[src/rtl/flash_playback_sequencer_if.sv]
// Avalon-MM read-only bus between the playback sequencer and the parallel flash.
// The sequencer is the master; the flash controller (or a bench model) is the slave.
interface flash_playback_sequencer_if #(
  parameter int ADDR_W = 23
);
  logic [ADDR_W-1:0] address;
  logic              read;
  logic              waitrequest;
  logic [31:0]       readdata;
  logic              readdatavalid;
  logic [3:0]        byteenable;

  modport master (
    output address, read, byteenable,
    input  waitrequest, readdata, readdatavalid
  );

  modport slave (
    input  address, read, byteenable,
    output waitrequest, readdata, readdatavalid
  );
endinterface

[src/rtl/flash_playback_sequencer.sv]
// Steps a (word, half-word) sample pointer through flash on each sample tick,
// fetching a new 32-bit word only when the buffered one is used up.
module flash_playback_sequencer #(
  parameter int                ADDR_W    = 23,
  parameter logic [ADDR_W-1:0] LAST_ADDR = ADDR_W'(23'h7FFFF)
) (
  input  logic                        clk,
  input  logic                        rst,
  input  logic                        play,
  input  logic                        reverse,
  input  logic                        restart,
  input  logic                        sample_tick,
  flash_playback_sequencer_if.master  flsh,
  output logic [15:0]                 audio_out,
  output logic                        audio_valid,
  output logic                        busy,
  output logic                        missed_tick
);

  typedef enum logic [1:0] {IDLE, REQ, WAIT, EMIT} state_t;

  state_t            state_reg, state_next;
  logic [ADDR_W-1:0] addr_reg;
  logic              half_reg;
  logic [31:0]       word_buf_reg;
  logic              buf_valid_reg;
  logic              restart_pend_reg;
  logic [15:0]       audio_out_reg;
  logic              audio_valid_reg;
  logic              missed_tick_reg;

  logic [ADDR_W-1:0] step_addr;
  logic              step_half;
  logic              step_keep;
  logic [ADDR_W-1:0] restart_addr;

  assign flsh.address    = addr_reg;
  assign flsh.read       = (state_reg == REQ);
  assign flsh.byteenable = 4'b1111;
  assign audio_out       = audio_out_reg;
  assign audio_valid     = audio_valid_reg;
  assign missed_tick     = missed_tick_reg;
  assign busy            = (state_reg != IDLE);
  assign restart_addr    = reverse ? LAST_ADDR : '0;

  // Crossing a word boundary in either direction invalidates the buffer.
  always_comb begin
    step_addr = addr_reg;
    step_half = ~half_reg;
    step_keep = 1'b1;
    if (!reverse && half_reg) begin
      step_addr = (addr_reg == LAST_ADDR) ? '0 : addr_reg + ADDR_W'(1);
      step_keep = 1'b0;
    end else if (reverse && !half_reg) begin
      step_addr = (addr_reg == '0) ? LAST_ADDR : addr_reg - ADDR_W'(1);
      step_keep = 1'b0;
    end
  end

  always_comb begin
    state_next = state_reg;
    case (state_reg)
      IDLE: begin
        if (restart || restart_pend_reg) state_next = IDLE;
        else if (sample_tick && play)    state_next = buf_valid_reg ? EMIT : REQ;
      end
      REQ:  if (!flsh.waitrequest) state_next = flsh.readdatavalid ? EMIT : WAIT;
      WAIT: if (flsh.readdatavalid)  state_next = EMIT;
      EMIT: state_next = IDLE;
      default: state_next = IDLE;
    endcase
  end

  always_ff @(posedge clk or negedge rst) begin
    if (!rst) state_reg <= IDLE;
    else      state_reg <= state_next;
  end

  always_ff @(posedge clk or negedge rst) begin
    if (!rst) begin
      addr_reg         <= '0;
      half_reg         <= 1'b0;
      word_buf_reg     <= '0;
      buf_valid_reg    <= 1'b0;
      restart_pend_reg <= 1'b0;
      audio_out_reg    <= '0;
      audio_valid_reg  <= 1'b0;
      missed_tick_reg  <= 1'b0;
    end else begin
      audio_valid_reg <= 1'b0;
      missed_tick_reg <= sample_tick && (state_reg != IDLE);
      // A restart mid-fetch is deferred so the bus transaction still completes.
      if (restart && (state_reg != IDLE)) restart_pend_reg <= 1'b1;
      case (state_reg)
        IDLE: begin
          if (restart || restart_pend_reg) begin
            addr_reg         <= restart_addr;
            half_reg         <= reverse;
            buf_valid_reg    <= 1'b0;
            restart_pend_reg <= 1'b0;
          end
        end
        REQ: begin
          if (!flsh.waitrequest && flsh.readdatavalid) begin
            word_buf_reg  <= flsh.readdata;
            buf_valid_reg <= 1'b1;
          end
        end
        WAIT: begin
          if (flsh.readdatavalid) begin
            word_buf_reg  <= flsh.readdata;
            buf_valid_reg <= 1'b1;
          end
        end
        EMIT: begin
          if (restart_pend_reg) begin
            addr_reg         <= restart_addr;
            half_reg         <= reverse;
            buf_valid_reg    <= 1'b0;
            restart_pend_reg <= 1'b0;
          end else begin
            audio_out_reg   <= half_reg ? word_buf_reg[31:16] : word_buf_reg[15:0];
            audio_valid_reg <= 1'b1;
            addr_reg        <= step_addr;
            half_reg        <= step_half;
            if (!step_keep) buf_valid_reg <= 1'b0;
          end
        end
        default: ;
      endcase
    end
  end

endmodule

[src/flat_wrapper.sv]
// flat-port wrapper written by rule: the top's interface ports become plain ports
module flash_playback_sequencer_flat 
#(
  parameter int                ADDR_W    = 23,
  parameter logic [ADDR_W-1:0] LAST_ADDR = ADDR_W'(23'h7FFFF)
)
  (clk, rst, play, reverse, restart, sample_tick, audio_out, audio_valid, busy, missed_tick, flsh_address, flsh_read, flsh_byteenable, flsh_waitrequest, flsh_readdata, flsh_readdatavalid);
  flash_playback_sequencer_if #(.ADDR_W(ADDR_W)) flsh_i ();
  input  logic clk;
  input  logic rst;
  input  logic play;
  input  logic reverse;
  input  logic restart;
  input  logic sample_tick;
  output logic [15:0] audio_out;
  output logic audio_valid;
  output logic busy;
  output logic missed_tick;
  output wire logic [$bits(flsh_i.address)-1:0] flsh_address;
  output wire logic [$bits(flsh_i.read)-1:0] flsh_read;
  output wire logic [$bits(flsh_i.byteenable)-1:0] flsh_byteenable;
  input wire logic [$bits(flsh_i.waitrequest)-1:0] flsh_waitrequest;
  input wire logic [$bits(flsh_i.readdata)-1:0] flsh_readdata;
  input wire logic [$bits(flsh_i.readdatavalid)-1:0] flsh_readdatavalid;
  assign flsh_address = flsh_i.address;
  assign flsh_read = flsh_i.read;
  assign flsh_byteenable = flsh_i.byteenable;
  assign flsh_i.waitrequest = flsh_waitrequest;
  assign flsh_i.readdata = flsh_readdata;
  assign flsh_i.readdatavalid = flsh_readdatavalid;
  flash_playback_sequencer #(.ADDR_W(ADDR_W), .LAST_ADDR(LAST_ADDR)) u_core (.clk(clk), .rst(rst), .play(play), .reverse(reverse), .restart(restart), .sample_tick(sample_tick), .flsh(flsh_i), .audio_out(audio_out), .audio_valid(audio_valid), .busy(busy), .missed_tick(missed_tick));
endmodule
[config.mk]
export PLATFORM = sky130hd
export DESIGN_NAME = flash_playback_sequencer_flat
export DESIGN_NICKNAME = d
export VERILOG_FILES = /design/src/rtl/flash_playback_sequencer_if.sv /design/src/rtl/flash_playback_sequencer.sv /design/src/flat_wrapper.sv
export SDC_FILE = /design/constraint.sdc
export NUM_CORES = 1
export LEC_CHECK = 0
export CORE_AREA = 2 2 101 103
export DETAILED_ROUTE_END_ITERATION = 16
export DIE_AREA = 0 0 103 105
export GPL_TIMING_DRIVEN = 0
export PLACE_DENSITY_LB_ADDON = 0.3
export RECOVER_POWER = 25
export SLEW_MARGIN = 5
export SYNTH_ARGS = -nofsm -noshare
export SYNTH_HDL_FRONTEND = slang
export SYNTH_SLANG_ARGS = --single-unit
export TNS_END_PERCENT = 20
[constraint.sdc]
create_clock -name clk -period 1.9 [get_ports clk]
set_input_delay 0.38 -clock clk [delete_from_list [all_inputs] [get_ports clk]]
set_output_delay 0.38 -clock clk [all_outputs]
set_load 0.05 [all_outputs]
Yosys cells after proc, flatten, opt, wreduce, memory -nomap -nowiden. Cells that the tools add are included. Widths: inputs -> output; s select.

Bitwise operators: 2. Magnitude comparators: 0. Add/sub/neg operators: 2. Equal/unequal tests: 11. Mux-type cells: 36. Shift-type cells: 0. Divide/modulo/power cells: 0. Multipliers: 0. Reductions and logical operators: 21.

Operators with widths (count): $mux 23 (6); $mux 32 (2); $pmux 32 s2 (1); $pmux 23 s2 (1); $add 23x1->23 const B (1); $eq 23x19->1 const B (1); $logic_not 23->1 (1); $sub 23x1->23 const B (1); $mux 19 (1); $mux 16 (1); $mux 1 (15); $mux 2 (5); $reduce_and 3->1 (3); $pmux 2 s4 (1); $logic_and 1x1->1 (6); $reduce_bool 2->1 (3); $eq 2x2->1 const B (2); $ne 2x1->1 const B (2); $ne 2x2->1 const B (2); $ne 4x1->1 const B (1); $pmux 1 s2 (2); $pmux 1 s4 (1); $reduce_and 2->1 (2); $reduce_and 4->1 (1); 7 further kinds (10).

Bits in writable memories: 0. Logic and storage cells: 81. Memories: 0. Output and inout port bits: 47. Memory bits (read-only): 0. Register bits after elaboration: 78. Input bits: 40. Bits in latches: 0.

Longest topological paths before layout. Gate-level depths: netlist (run 1).

Depth after elaboration: 7. Depth in mapped cells: 9.

Worst setup path after synthesis (run 1). OpenSTA, ideal clock, no wires.

Kind: register -> register. Start: register u_core.state_reg[1]. End: register u_core.word_buf_reg[0]. Path slack: -0.403 ns. Buffers on the path: 2. Arrival: 2.179 ns. Clock period less this slack: 2.303 ns. Data required time: 1.775 ns. Stages on the path, launching flop included: 8. Path through: dfrtp_1 inv_1 ha_1 nor2_1 and3b_1 clkbuf_1 buf_1 mux2_2.

Cells in the longest elaborated chain, start to end: 3.

Ends and longest elaborated chain: start, declared (line flash_playback_sequencer.sv:22) `state_t state_reg, state_next;`; start signal, assigned (line flash_playback_sequencer.sv:76) `else state_reg <= state_next;`; $eq 2x1->1 (*); named net flsh_read (line flat_wrapper.sv:20) `output wire logic [$bits(flsh_i.read)-1:0] flsh_read;`; $ne 2x1->1 (no source line) or $reduce_bool 2->1 (tied branches); $reduce_and 3->1 (no source line); end signal, assigned (line flash_playback_sequencer.sv:105) `word_buf_reg <= flsh.readdata;`; end signal, assigned (line flash_playback_sequencer.sv:111) `word_buf_reg <= flsh.readdata;`; end, declared (line flash_playback_sequencer.sv:25) `logic [31:0] word_buf_reg;`.

Mark *: on every way through the listed nets, which the timed path passes. The rest lies on a longest branch. A chain may end at the register's enable or synchronous reset.

Final worst setup path (run 1).
Start: register u_core.state_reg[0]. End: register u_core.addr_reg[17] (netlist: u_core.flsh.address[17]).

Cells in the longest elaborated chain, start to end: 3.

Ends and longest elaborated chain: $eq 2x2->1 or $logic_not 2->1 (tied branches) (line flash_playback_sequencer.sv:94) `case (state_reg)`; $ne 4x1->1 (no source line) (tied with other cells); $reduce_and 3->1 (no source line); end signal, assigned (line flash_playback_sequencer.sv:97) `addr_reg <= restart_addr;`; end signal, assigned (line flash_playback_sequencer.sv:117) `addr_reg <= restart_addr;`; end signal, assigned (line flash_playback_sequencer.sv:124) `addr_reg <= step_addr;`; end, declared (line flash_playback_sequencer.sv:23) `logic [ADDR_W-1:0] addr_reg;`.

Several ways; a longest one is shown, not always the timed one.

==> parameters.txt, run 1 <==
Parameter                              Value

STA
  Final-layout setup total negative slack ... -3450 ps
  Final Critical Period ... 2220 ps
  Transition time at the pin with the least slew margin ... about 1100 ps
  Fin worst setup slack ... -319 ps
  Final Max Slew Viols ... 0
  Setup repair after global routing missed its margin ... yes
  Achievable Freq ... between 0.4 and 0.5 GHz
  Tcrit/Tclk final ... 117%
  Final setup fails ... 23
  Hold Violations, Final ... 0
  Relative max-transition margin ... around 25%
  Fin Clk Skew ... ~6.9 ps

Clocking
  Root cell of the clock tree ... sky130_fd_sc_hd__clkbuf_8
  Count of clock tree sinks ... 78
  Number of levels in the clock H-tree ... 3
  Clock transition time at the flip-flop clock pins of the worst setup and hold paths ... 90 ps
  Number of buffers on the longest clock path ... 2
  Clock network latency to the later pin of the worst-skew pair ... 350 ps
  CTS tree ... yes
  Num CTS Buffers ... 9

Final layout
  Final cell area excluding filler cells ... 6500 sq um
  Most frequent cells in the layout ... 59 x sky130_fd_sc_hd__dfrtp_1, 41 x sky130_fd_sc_hd__nand2_1, 39 x sky130_fd_sc_hd__clkdlybuf4s50_1
  Fraction of final layout cells sized beyond drive strength 1 ... between 30 and 40%
  Flip-flop count of the largest register, all copies and words added ... 32
  Fill cell instance count of the final layout ... between 700 and 800
  Nets ... ~640
  Area overhead of the layout relative to synthesis ... 44.3%
  Ant diodes ... 0
  Share of the core filled with cells ... between 60% and 70%
  Most common cell after layout, fill and taps aside ... sky130_fd_sc_hd__dfrtp_1
  Number of cells in the finished layout apart from fillers ... 730

Floorplan
  Ports placed on the boundary ... 87
  Die outline area ... 10,800 sq um
  Core Box Area ... slightly below 10,000 sq um
  Overall die height ... roughly 110 um
  Initial Utilization ... a little under half
  Die width ... around 100 um
  Standard-cell rows ... 36

GRT
  Number of antenna violations at the first check in global routing ... 0
  Total routing resource utilization after global routing ... between 20% and 30%
  Via count of the first global-routing pass ... between 4,000 and 5,000
  Global-route wire length before repair ... between 20 and 25 mm
  Largest net degree at the start of global routing ... approximately 60
  Residual overflow from global routing ... 0

Placed design
  Placed Cells ... between 600 and 700
  Pre-CTS worst setup slack ... -1250 ps
  Routability-driven placement congestion ratio ... 0.926
  Standard cell area after detailed placement ... around 5600 sq um
  DP HPWL ... 8.71 mm
  Port Buffer Count ... 82

Job
  Count of max-cap constraint violations ... 0

Run status
  Failing checks ... negative setup slack
  Result of the run ... finished, violations left

Critical path
  Worst path required time ... 2110 ps
  Maximum fanout encountered on the critical timing path ... 5
  WP data arrival ... 2430 ps
  Crit path launch type ... register
  Internal reg-to-reg setup slack ... -320 ps
  Endpoint kind of the worst setup timing path ... register
  RR Startpoint ... u_core.state_reg[0]$_DFFE_PN0P_
  Category of the critical setup timing path ... reg2reg
  Reg2reg path depth ... 9
  Capturing point of the worst reg2reg path ... u_core.flsh.address[17]$_DFFE_PN0P_

Drt
  Total wire length after detailed routing ... 13.5 mm
  Total number of vias ... between 4,000 and 5,000
  Router iterations before antenna repair ... 5
  Final ANT Viol Nets ... 0
  DRC ... 0
  Routed WL per cell ... 18.5 um
  Vias per std cell ... 5.97
  Number of DRC markers in iteration 0 ... roughly 300

Logic synthesis
  Synthesis Warnings ... 0
  Mean post-synth cell area ... slightly below 10 sq um
  Area of the mapped netlist ... between 4000 and 5000 sq um
  Portion of the post-synthesis area used by sequential elements ... about 43%
  Number of instances in the synthesized netlist ... ~460
  Number of distinct standard cells referenced by the synthesized netlist ... 65
  FFs w/ async S/R, synth ... between 90% and 100%
  Register bit total from synthesis ... a little under 80
  Most frequently used flop master after synthesis ... sky130_fd_sc_hd__dfrtp_1
  Number of synthesized flops with an enable pin ... 0

Hold path
  Cell depth of the worst hold path ... 2
  Min-delay src ... u_core.audio_out[11]$_DFFE_PN0P_
  Type of the worst min-delay path ... reg2reg
  Hold Path Sink ... u_core.audio_out[11]$_DFFE_PN0P_

Power
  Peak supply drop ... about 0.93 mV
  Power per cell area ... 1800 nW/um^2
  Leakage power figure ... around 2.8 nW
[stage by stage]
| stage | hold slack, ps | total power (W) |
|---|---|---|
| floorplan | 84.4 | 0.00750 |
| global placement | 463 | 0.00919 |
| CTS | 442 | 0.0112 |
| finish | 484 | 0.0117 |
| global route | 520 | 0.0124 |
| detailed placement | 280 | 0.00937 |
[what timing repair did]
item | CTS | global route
gates resized for setup | 120 | 52
setup endpoints to repair | 96 | 69
pin swaps | 25 | 19
endpoints found under the hold margin | 18 | 0
cloned | 2 | 1
hold buffers | 1 | 0
setup buffers | 20 | 12
[worst max-delay path: stages (launching register included)]
cell and delay, ps:
sky130_fd_sc_hd__dfrtp_1 430, sky130_fd_sc_hd__inv_2 100, sky130_fd_sc_hd__ha_4 140, sky130_fd_sc_hd__or3b_4 400
sky130_fd_sc_hd__nand4_1 190, sky130_fd_sc_hd__a31o_4 160, sky130_fd_sc_hd__buf_6 140, sky130_fd_sc_hd__nor2_2 40
sky130_fd_sc_hd__o31ai_1 320, sky130_fd_sc_hd__o311ai_2 150
[cells by family after synthesis]
kind of cell,synth area share (%)
simple gates,18.3
compound gates,16.5
flops,43.3
mux,12.0
buf+inv,5.41
xor+xnor,1.94
fa+ha+maj,2.50
other cells,0.0832
[synthesized netlist by cell type (10+ instances only)]
cell	number	area [sq um]
sky130_fd_sc_hd__dfrtp_1	78	1950
sky130_fd_sc_hd__nand2_1	47	176
sky130_fd_sc_hd__mux2_2	33	372
sky130_fd_sc_hd__o21ai_0	33	165
sky130_fd_sc_hd__a21oi_1	26	130
sky130_fd_sc_hd__nor2_1	24	90.1
sky130_fd_sc_hd__mux2i_1	17	170
sky130_fd_sc_hd__inv_1	15	56.3
sky130_fd_sc_hd__nand3_1	14	70.1
sky130_fd_sc_hd__nor3_1	11	55.1
sky130_fd_sc_hd__and3_1	10	62.6
sky130_fd_sc_hd__clkbuf_1	10	37.5
[where the power goes]
part	total, W	switching (W)	internal [W]
Clock	0.00129	0.000676	0.000618
Sequential	0.00317	0.000677	0.00249
Combinational	0.00727	0.00437	0.00290
[routing by layer]
layer  global-route usage [%]  share of wire (%)
met4                     8.55                2.9
met2                     41.0                 51
met3                     6.69                8.3
met1                     31.2                 38
met5                        0                  0
[layout make-up]
type / count / area, sq um / share of cell area (%)
Inverter: 15 / 62.6 / 0.962
Tap cell: 133 / 166 / 2.56
Sequential cell: 78 / 1980 / 30.4
Timing Repair Buffer: 117 / 1120 / 17.2
Clock inverter: 6 / 70.1 / 1.08
Buffer: 30 / 260 / 4.00
Clock buffer: 10 / 128 / 1.96
Multi-Input combinational cell: 341 / 2720 / 41.8
[worst max-delay path by stage]
stage	start	end	slack, ps	cells after the start
after floorplan	u_core.flsh.address[3]$_DFFE_PN0P_	u_core.flsh.address[16]$_DFFE_PN0P_	-110	7
after global placement	rst	u_core.flsh.address[0]$_DFFE_PN0P_	-2870	1
after detailed placement	reverse	u_core.flsh.address[6]$_DFFE_PN0P_	-1250	9
after CTS	u_core.state_reg[0]$_DFFE_PN0P_	u_core.word_buf_reg[3]$_DFFE_PN0P_	-180	7
after global routing	u_core.flsh.address[14]$_DFFE_PN0P_	u_core.flsh.address[17]$_DFFE_PN0P_	-380	8
final	u_core.state_reg[0]$_DFFE_PN0P_	u_core.flsh.address[17]$_DFFE_PN0P_	-320	9
(Power assumes the default switching activity.)
==> run 2, diff against run 1 <==
- MAX_ROUTING_LAYER: unset -> met4
==> parameters.txt, run 2 (same netlist as run 1, synthesis figures left out) <==
Parameter                              Value

Drt
  Final ANT Viol Nets ... 0 (unchanged)
  Number of DRC markers in iteration 0 ... 287 (-3.0%)
  Router iterations before antenna repair ... 7 (+2)
  Vias per std cell ... 5.91 (-1.1%)
  Total wire length after detailed routing ... 13.3 mm (-1.2%)
  DRC ... 0 (unchanged)
  Routed WL per cell ... 18.4 um (-0.11%)
  Total number of vias ... 4,266 (-2.2%)

Floorplan
  Core Box Area ... 9640 sq um (unchanged)
  Initial Utilization ... 46.8% (unchanged)
  Standard-cell rows ... 36 (unchanged)
  Ports placed on the boundary ... 87 (unchanged)
  Die width ... 103 um (unchanged)
  Die outline area ... 10,800 sq um (unchanged)
  Overall die height ... 105 um (unchanged)

Critical path
  Crit path launch type ... register
  RR Startpoint ... u_core.flsh.address[9]$_DFFE_PN0P_
  Endpoint kind of the worst setup timing path ... register
  Maximum fanout encountered on the critical timing path ... 9 (+4)
  Category of the critical setup timing path ... reg2reg
  WP data arrival ... 2370 ps (-60 ps)
  Worst path required time ... 2140 ps (+30 ps)
  Internal reg-to-reg setup slack ... -230 ps (+90 ps)
  Reg2reg path depth ... 7 (-2)
  Capturing point of the worst reg2reg path ... u_core.flsh.address[17]$_DFFE_PN0P_

STA
  Fin Clk Skew ... 15.1 ps (+8.17 ps)
  Fin worst setup slack ... -234 ps (+85.5 ps)
  Final Max Slew Viols ... 0 (unchanged)
  Achievable Freq ... 0.469 GHz (+4.0%)
  Final Critical Period ... 2130 ps (-85.5 ps)
  Final setup fails ... 23 (unchanged)
  Hold Violations, Final ... 0 (unchanged)
  Relative max-transition margin ... 42.1% (+17 points)
  Tcrit/Tclk final ... 112% (-4.5 points)
  Setup repair after global routing missed its margin ... yes
  Final-layout setup total negative slack ... -2740 ps (+709 ps)
  Transition time at the pin with the least slew margin ... 868 ps (-261 ps)
  Final-layout worst hold slack ... 492 ps (+7.95 ps)

Run status
  Failing checks ... negative setup slack
  Result of the run ... finished, violations left

Hold path
  Hold Path Sink ... u_core.audio_out[11]$_DFFE_PN0P_
  Cell depth of the worst hold path ... 2 (unchanged)
  Type of the worst min-delay path ... reg2reg
  Min-delay src ... u_core.audio_out[11]$_DFFE_PN0P_

GRT
  Global-route wire length before repair ... 21.8 mm (+2.4%)
  Number of antenna violations at the first check in global routing ... 0 (unchanged)
  Residual overflow from global routing ... 0 (unchanged)
  Via count of the first global-routing pass ... 4,370 (+1.9%)
  Largest net degree at the start of global routing ... 64 (+4.9%)
  Total routing resource utilization after global routing ... 26.3% (+1.4 points)

Power
  Peak supply drop ... 0.920 mV (-1.4%)
  Sw Ratio ... 49.6% (+0.80 points)
  Leakage power figure ... 2.68 nW (-3.7%)
  Switching power total ... 0.00561 W (-2.0%)
  Clk network pwr share ... 11.0% (about the same)
  Internal ... 0.00570 W (-5.1%)
  Part of the total power dissipated in combinational logic ... 60.8% (-1.2 points)
  Sequential Power Share ... 28.1% (+1.1 points)
  Power per cell area ... 1790 nW/um^2 (-0.54%)

Placed design
  Routability-driven placement congestion ratio ... 0.940 (+1.4%)
  Placed Cells ... 682 (unchanged)
  Port Buffer Count ... 82 (unchanged)
  Standard cell area after detailed placement ... 5640 sq um (unchanged)
  DP HPWL ... 8.74 mm (+0.40%)

Final layout
  Area of the multi-input gates ... 2630 sq um (-3.3%)
  Most frequent cells in the layout ... 59 x sky130_fd_sc_hd__dfrtp_1, 42 x sky130_fd_sc_hd__nand2_1, 39 x sky130_fd_sc_hd__dlygate4sd2_1
  Area overhead of the layout relative to synthesis ... 39.9%
  Fill cell instance count of the final layout ... 812 (+4.1%)
  Most common cell after layout, fill and taps aside ... sky130_fd_sc_hd__dfrtp_1
  Fraction of final layout cells sized beyond drive strength 1 ... 33.4% (-3.2 points)
  Flip-flop count of the largest register, all copies and words added ... 32 (unchanged)
  Number of cells in the finished layout apart from fillers ... 722 (-1.1%)
  Final cell area excluding filler cells ... 6300 sq um (-3.0%)
  Nets ... 633 (-1.2%)
  Ant diodes ... 0 (unchanged)
  Sequential standard cell area ... 1980 sq um (unchanged)

Clocking
  Number of levels in the clock H-tree ... 3 (unchanged)
  CTS tree ... yes
  Num CTS Buffers ... 9 (unchanged)
  Count of clock tree sinks ... 78 (unchanged)
  Clock network latency to the later pin of the worst-skew pair ... 370 ps (+20 ps)
  Clock transition time at the flip-flop clock pins of the worst setup and hold paths ... 100 ps (about the same)
  Root cell of the clock tree ... sky130_fd_sc_hd__clkbuf_8
  Number of buffers on the longest clock path ... 2 (unchanged)

Job
  Count of max-cap constraint violations ... 0 (unchanged)
## run 2: worst max-delay path by stage
stage,from,end,depth (start not counted)
2_1_floorplan,u_core.flsh.address[3]$_DFFE_PN0P_,u_core.flsh.address[16]$_DFFE_PN0P_,7
3_3_place_gp,rst,u_core.flsh.address[0]$_DFFE_PN0P_,1
3_5_place_dp,reverse,u_core.flsh.address[6]$_DFFE_PN0P_,9
4_1_cts,u_core.state_reg[0]$_DFFE_PN0P_,u_core.word_buf_reg[4]$_DFFE_PN0P_,7
5_1_grt,u_core.flsh.address[9]$_DFFE_PN0P_,u_core.flsh.address[17]$_DFFE_PN0P_,7
6_report,u_core.flsh.address[9]$_DFFE_PN0P_,u_core.flsh.address[17]$_DFFE_PN0P_,7
## run 2: timing repair
item | in CTS | in global routing
endpoints found under the hold margin | 15 | 0
endpoints found under the setup margin | 105 | 69
resized for setup | 116 | 33
cloned | 0 | 2
hold buffers | 1 | 0
setup buffers | 21 | 4
pin swaps | 17 | 11
## run 2: layer usage
metal  part of all wire, %  GRT usage (%)  up-vias  wire [um]
met5                     0              -        -          0
met4                   3.4           9.59        0        447
met3                   8.2           5.15       59       1090
met2                    50           42.8      235       6610
met1                    39           32.3     2044       5170
li1                      -              -     1928          -
## run 2: critical path: stages (launching register included)
cell and delay, ps:
sky130_fd_sc_hd__dfrtp_2 410, sky130_fd_sc_hd__clkbuf_4 180, sky130_fd_sc_hd__nor3_4 260, sky130_fd_sc_hd__nand4_1 220, sky130_fd_sc_hd__o31ai_1 340, sky130_fd_sc_hd__a31oi_1 190
sky130_fd_sc_hd__o31ai_1 260, sky130_fd_sc_hd__o311ai_1 130
## run 2: cell type report
| class | instances | share of cell area (%) |
|---|---|---|
| sequential | 78 | 31.4 |
| timing repair buffer | 111 | 16.3 |
| clock buffer | 10 | 2.18 |
| buffer | 28 | 4.05 |
| inverter | 15 | 0.953 |
| clock inverter | 6 | 0.814 |
| tap | 133 | 2.64 |
| multi-input combinational | 341 | 41.7 |
## run 2: through the flow
step	setup slack [ps]	utilization, %	power [W]
4_1_cts	-201	64.2	0.0111
2_1_floorplan	-106	-	0.00750
6_report	-234	65.4	0.0113
3_5_place_dp	-1220	58.5	0.00938
3_3_place_gp	-2890	58.2	0.00920
5_1_grt	-298	65.4	0.0120
## run 2: power by group through the flow
stage / clock, W / combinational [W] / sequential [W]
floorplan: 0 / 0.00323 / 0.00428
global placement: 0 / 0.00607 / 0.00313
detailed placement: 0 / 0.00622 / 0.00317
CTS: 0.00126 / 0.00670 / 0.00313
global route: 0.00133 / 0.00737 / 0.00328
finish: 0.00125 / 0.00688 / 0.00318
==> run 3, diff against run 2 <==
--- a/config.mk
+++ b/config.mk
@@ -6,7 +6,9 @@
 export NUM_CORES = 1
 export LEC_CHECK = 0
-export CORE_AREA = 2 2 101 103
+export CELL_PAD_IN_SITES_DETAIL_PLACEMENT = 0
+export CELL_PAD_IN_SITES_GLOBAL_PLACEMENT = 2
+export CORE_AREA = 2 2 128 130
 export DETAILED_ROUTE_END_ITERATION = 16
-export DIE_AREA = 0 0 103 105
+export DIE_AREA = 0 0 130 132
 export GPL_TIMING_DRIVEN = 0
 export MAX_ROUTING_LAYER = met4
==> constraint.sdc (replaced) <==
create_clock -name clk -period 1.9 [get_ports clk]
set_input_delay 0.475 -clock clk [delete_from_list [all_inputs] [get_ports clk]]
set_output_delay 0.475 -clock clk [all_outputs]
set_load 0.05 [all_outputs]
==> parameters.txt, run 3 (same netlist as run 1, synthesis figures left out) <==
Parameter                              Value

Clocking
  Num CTS Buffers ... 9 (unchanged)
  CTS tree ... yes
  Count of clock tree sinks ... 78 (unchanged)
  Clock network latency to the later pin of the worst-skew pair ... 350 ps (-20 ps)
  Root cell of the clock tree ... sky130_fd_sc_hd__clkbuf_16
  Number of levels in the clock H-tree ... 3 (unchanged)
  Number of buffers on the longest clock path ... 2 (unchanged)
  Clock transition time at the flip-flop clock pins of the worst setup and hold paths ... 70 ps (-30 ps)

Run status
  Result of the run ... finished, violations left
  Failing checks ... negative setup slack

Floorplan
  Die width ... 130 um (+26%)
  Standard-cell rows ... 46 (+28%)
  Die outline area ... 17,200 sq um (+59%)
  Core Box Area ... 15,700 sq um (+63%)
  Ports placed on the boundary ... 87 (unchanged)
  Initial Utilization ... 28.7% (-18 points)
  Overall die height ... 132 um (+26%)

Power
  Leakage power figure ... 2.89 nW (+7.9%)
  Power Total ... 0.0124 W (+9.9%)
  Peak supply drop ... 1.03 mV (+12%)
  Power per cell area ... 1810 nW/um^2 (+0.88%)

Critical path
  Delay contributed by the slowest stage of the critical path ... 440 ps (+30 ps)
  WP data arrival ... 2380 ps (about the same)
  Worst path required time ... 2160 ps (+20 ps)
  Category of the critical setup timing path ... reg2reg
  Maximum fanout encountered on the critical timing path ... 5 (-4)
  Crit path launch type ... register
  Master of the slowest instance on the critical path ... sky130_fd_sc_hd__or3_4
  Endpoint kind of the worst setup timing path ... register
  List of cells traversed by the critical path ... buf_6 > nor3_4 > nand4_1 > buf_4 > or3_4 > buf_8 > nand3b_1 > a21oi_1 > o22ai_1

STA
  Hold Violations, Final ... 0 (unchanged)
  Transition time at the pin with the least slew margin ... 946 ps (+78.0 ps)
  Fin Clk Skew ... 9.30 ps (-5.79 ps)
  Relative max-transition margin ... 36.9% (-5.2 points)
  Achievable Freq ... 0.472 GHz (+0.71%)
  Final Max Slew Viols ... 0 (unchanged)
  Tcrit/Tclk final ... 112% (-0.79 points)
  Setup repair after global routing missed its margin ... yes
  Fin worst setup slack ... -219 ps (+15.0 ps)
  Final setup fails ... 23 (unchanged)
  Final Critical Period ... 2120 ps (-15.0 ps)

Drt
  Total wire length after detailed routing ... 14.6 mm (+9.9%)
  Final ANT Viol Nets ... 0 (unchanged)
  Number of DRC markers in iteration 0 ... 152 (-47%)
  Routed WL per cell ... 17.7 um (-4.1%)
  DRC ... 0 (unchanged)
  Total number of vias ... 4,183 (-1.9%)
  Router iterations before antenna repair ... 6 (-1)
  Vias per std cell ... 5.05 (-14%)

Final layout
  Most frequent cells in the layout ... 59 x sky130_fd_sc_hd__dfrtp_1, 44 x sky130_fd_sc_hd__buf_4, 41 x sky130_fd_sc_hd__nand2_1
  Area overhead of the layout relative to synthesis ... 52.4%
  Most common cell after layout, fill and taps aside ... sky130_fd_sc_hd__dfrtp_1
  Ant diodes ... 0 (unchanged)
  Flip-flop count of the largest register, all copies and words added ... 32 (unchanged)
  Final cell area excluding filler cells ... 6870 sq um (+9.0%)
  Fraction of final layout cells sized beyond drive strength 1 ... 38.9% (+5.4 points)
  Nets ... 656 (+3.6%)

GRT
  Global-route wire length before repair ... 23.5 mm (+7.6%)
  Number of antenna violations at the first check in global routing ... 0 (unchanged)
  Residual overflow from global routing ... 0 (unchanged)
  Via count of the first global-routing pass ... 4,299 (-1.6%)
  Total routing resource utilization after global routing ... 18.3% (-8.0 points)
  Largest net degree at the start of global routing ... 66 (+3.1%)

Placed design
  Standard cell area after detailed placement ... 5760 sq um (+2.2%)
  DP HPWL ... 9.76 mm (+12%)
  Routability-driven placement congestion ratio ... 0.819 (-13%)
  Port Buffer Count ... 82 (unchanged)

Job
  Count of max-cap constraint violations ... 0 (unchanged)

Hold path
  Type of the worst min-delay path ... reg2reg
run 3: final cells by class:
class                           instances  area, sq um
Buffer                                 30          279
Clock buffer                           12          267
Clock inverter                          4         77.6
Fill cell                            1534         8840
Inverter                               15         60.1
Multi-Input combinational cell        341         2730
Sequential cell                        78         1980
Tap cell                              216          270
Timing Repair Buffer                  132         1210
run 3: worst paths after layout:
path	startpoint	to	slack (ps)	cells after the start
max	u_core.flsh.address[6]$_DFFE_PN0P_	u_core.flsh.address[14]$_DFFE_PN0P_	-220	9
min	u_core.audio_out[13]$_DFFE_PN0P_	u_core.audio_out[13]$_DFFE_PN0P_	470	2
max reg2reg	u_core.flsh.address[6]$_DFFE_PN0P_	u_core.flsh.address[14]$_DFFE_PN0P_	-220	9
min reg2reg	u_core.audio_out[13]$_DFFE_PN0P_	u_core.audio_out[13]$_DFFE_PN0P_	470	2
max in group asynchronous	rst	u_core.flsh.address[0]$_DFFE_PN0P_	230	3
min in group asynchronous	rst	u_core.flsh.address[5]$_DFFE_PN0P_	790	2
run 3: critical path: cells and delay by family, from the launching register on:
family | cells | cell delay [ps]
AND/OR/NAND/NOR | 4 | 930
flip-flops | 1 | 410
buffers and inverters | 3 | 470
AO/OA/AOI/OAI | 2 | 230
run 3: where the power goes:
part,total [W],switching (W),internal (W)
Clock,0.00200,0.000732,0.00126
Sequential,0.00315,0.000652,0.00249
Combinational,0.00729,0.00432,0.00298
Total,0.0124,0.00570,0.00673
run 3: layer usage:
| metal | up-vias | share of wire (%) | track usage (%) |
|---|---|---|---|
| li1 | 1979 | - | - |
| met5 | - | 0 | - |
| met2 | 122 | 50 | 29.4 |
| met4 | 0 | 1.7 | 4.96 |
| met3 | 24 | 5.8 | 5.11 |
| met1 | 2058 | 42 | 22.4 |
run 3: through the flow:
step,util (%),instances,hold WS (ps),setup TNS (ps),setup slack (ps)
2_1_floorplan,-,466,179,-3570,-105
3_3_place_gp,36.5,764,463,-255780,-3300
3_5_place_dp,36.7,765,364,-38830,-1420
4_1_cts,43.1,825,480,-4620,-200
5_1_grt,43.7,828,510,-6440,-339
6_report,43.7,828,473,-3130,-219
run 3: timing repair:
| action | in CTS | in global routing |
|---|---|---|
| endpoints found under the hold margin | 13 | 0 |
| hold buffers | 1 | 0 |
| setup buffers | 44 | 3 |
| pin swaps | 31 | 14 |
| setup endpoints to repair | 114 | 60 |
| cloned | 1 | 0 |
| resized for setup | 147 | 32 |
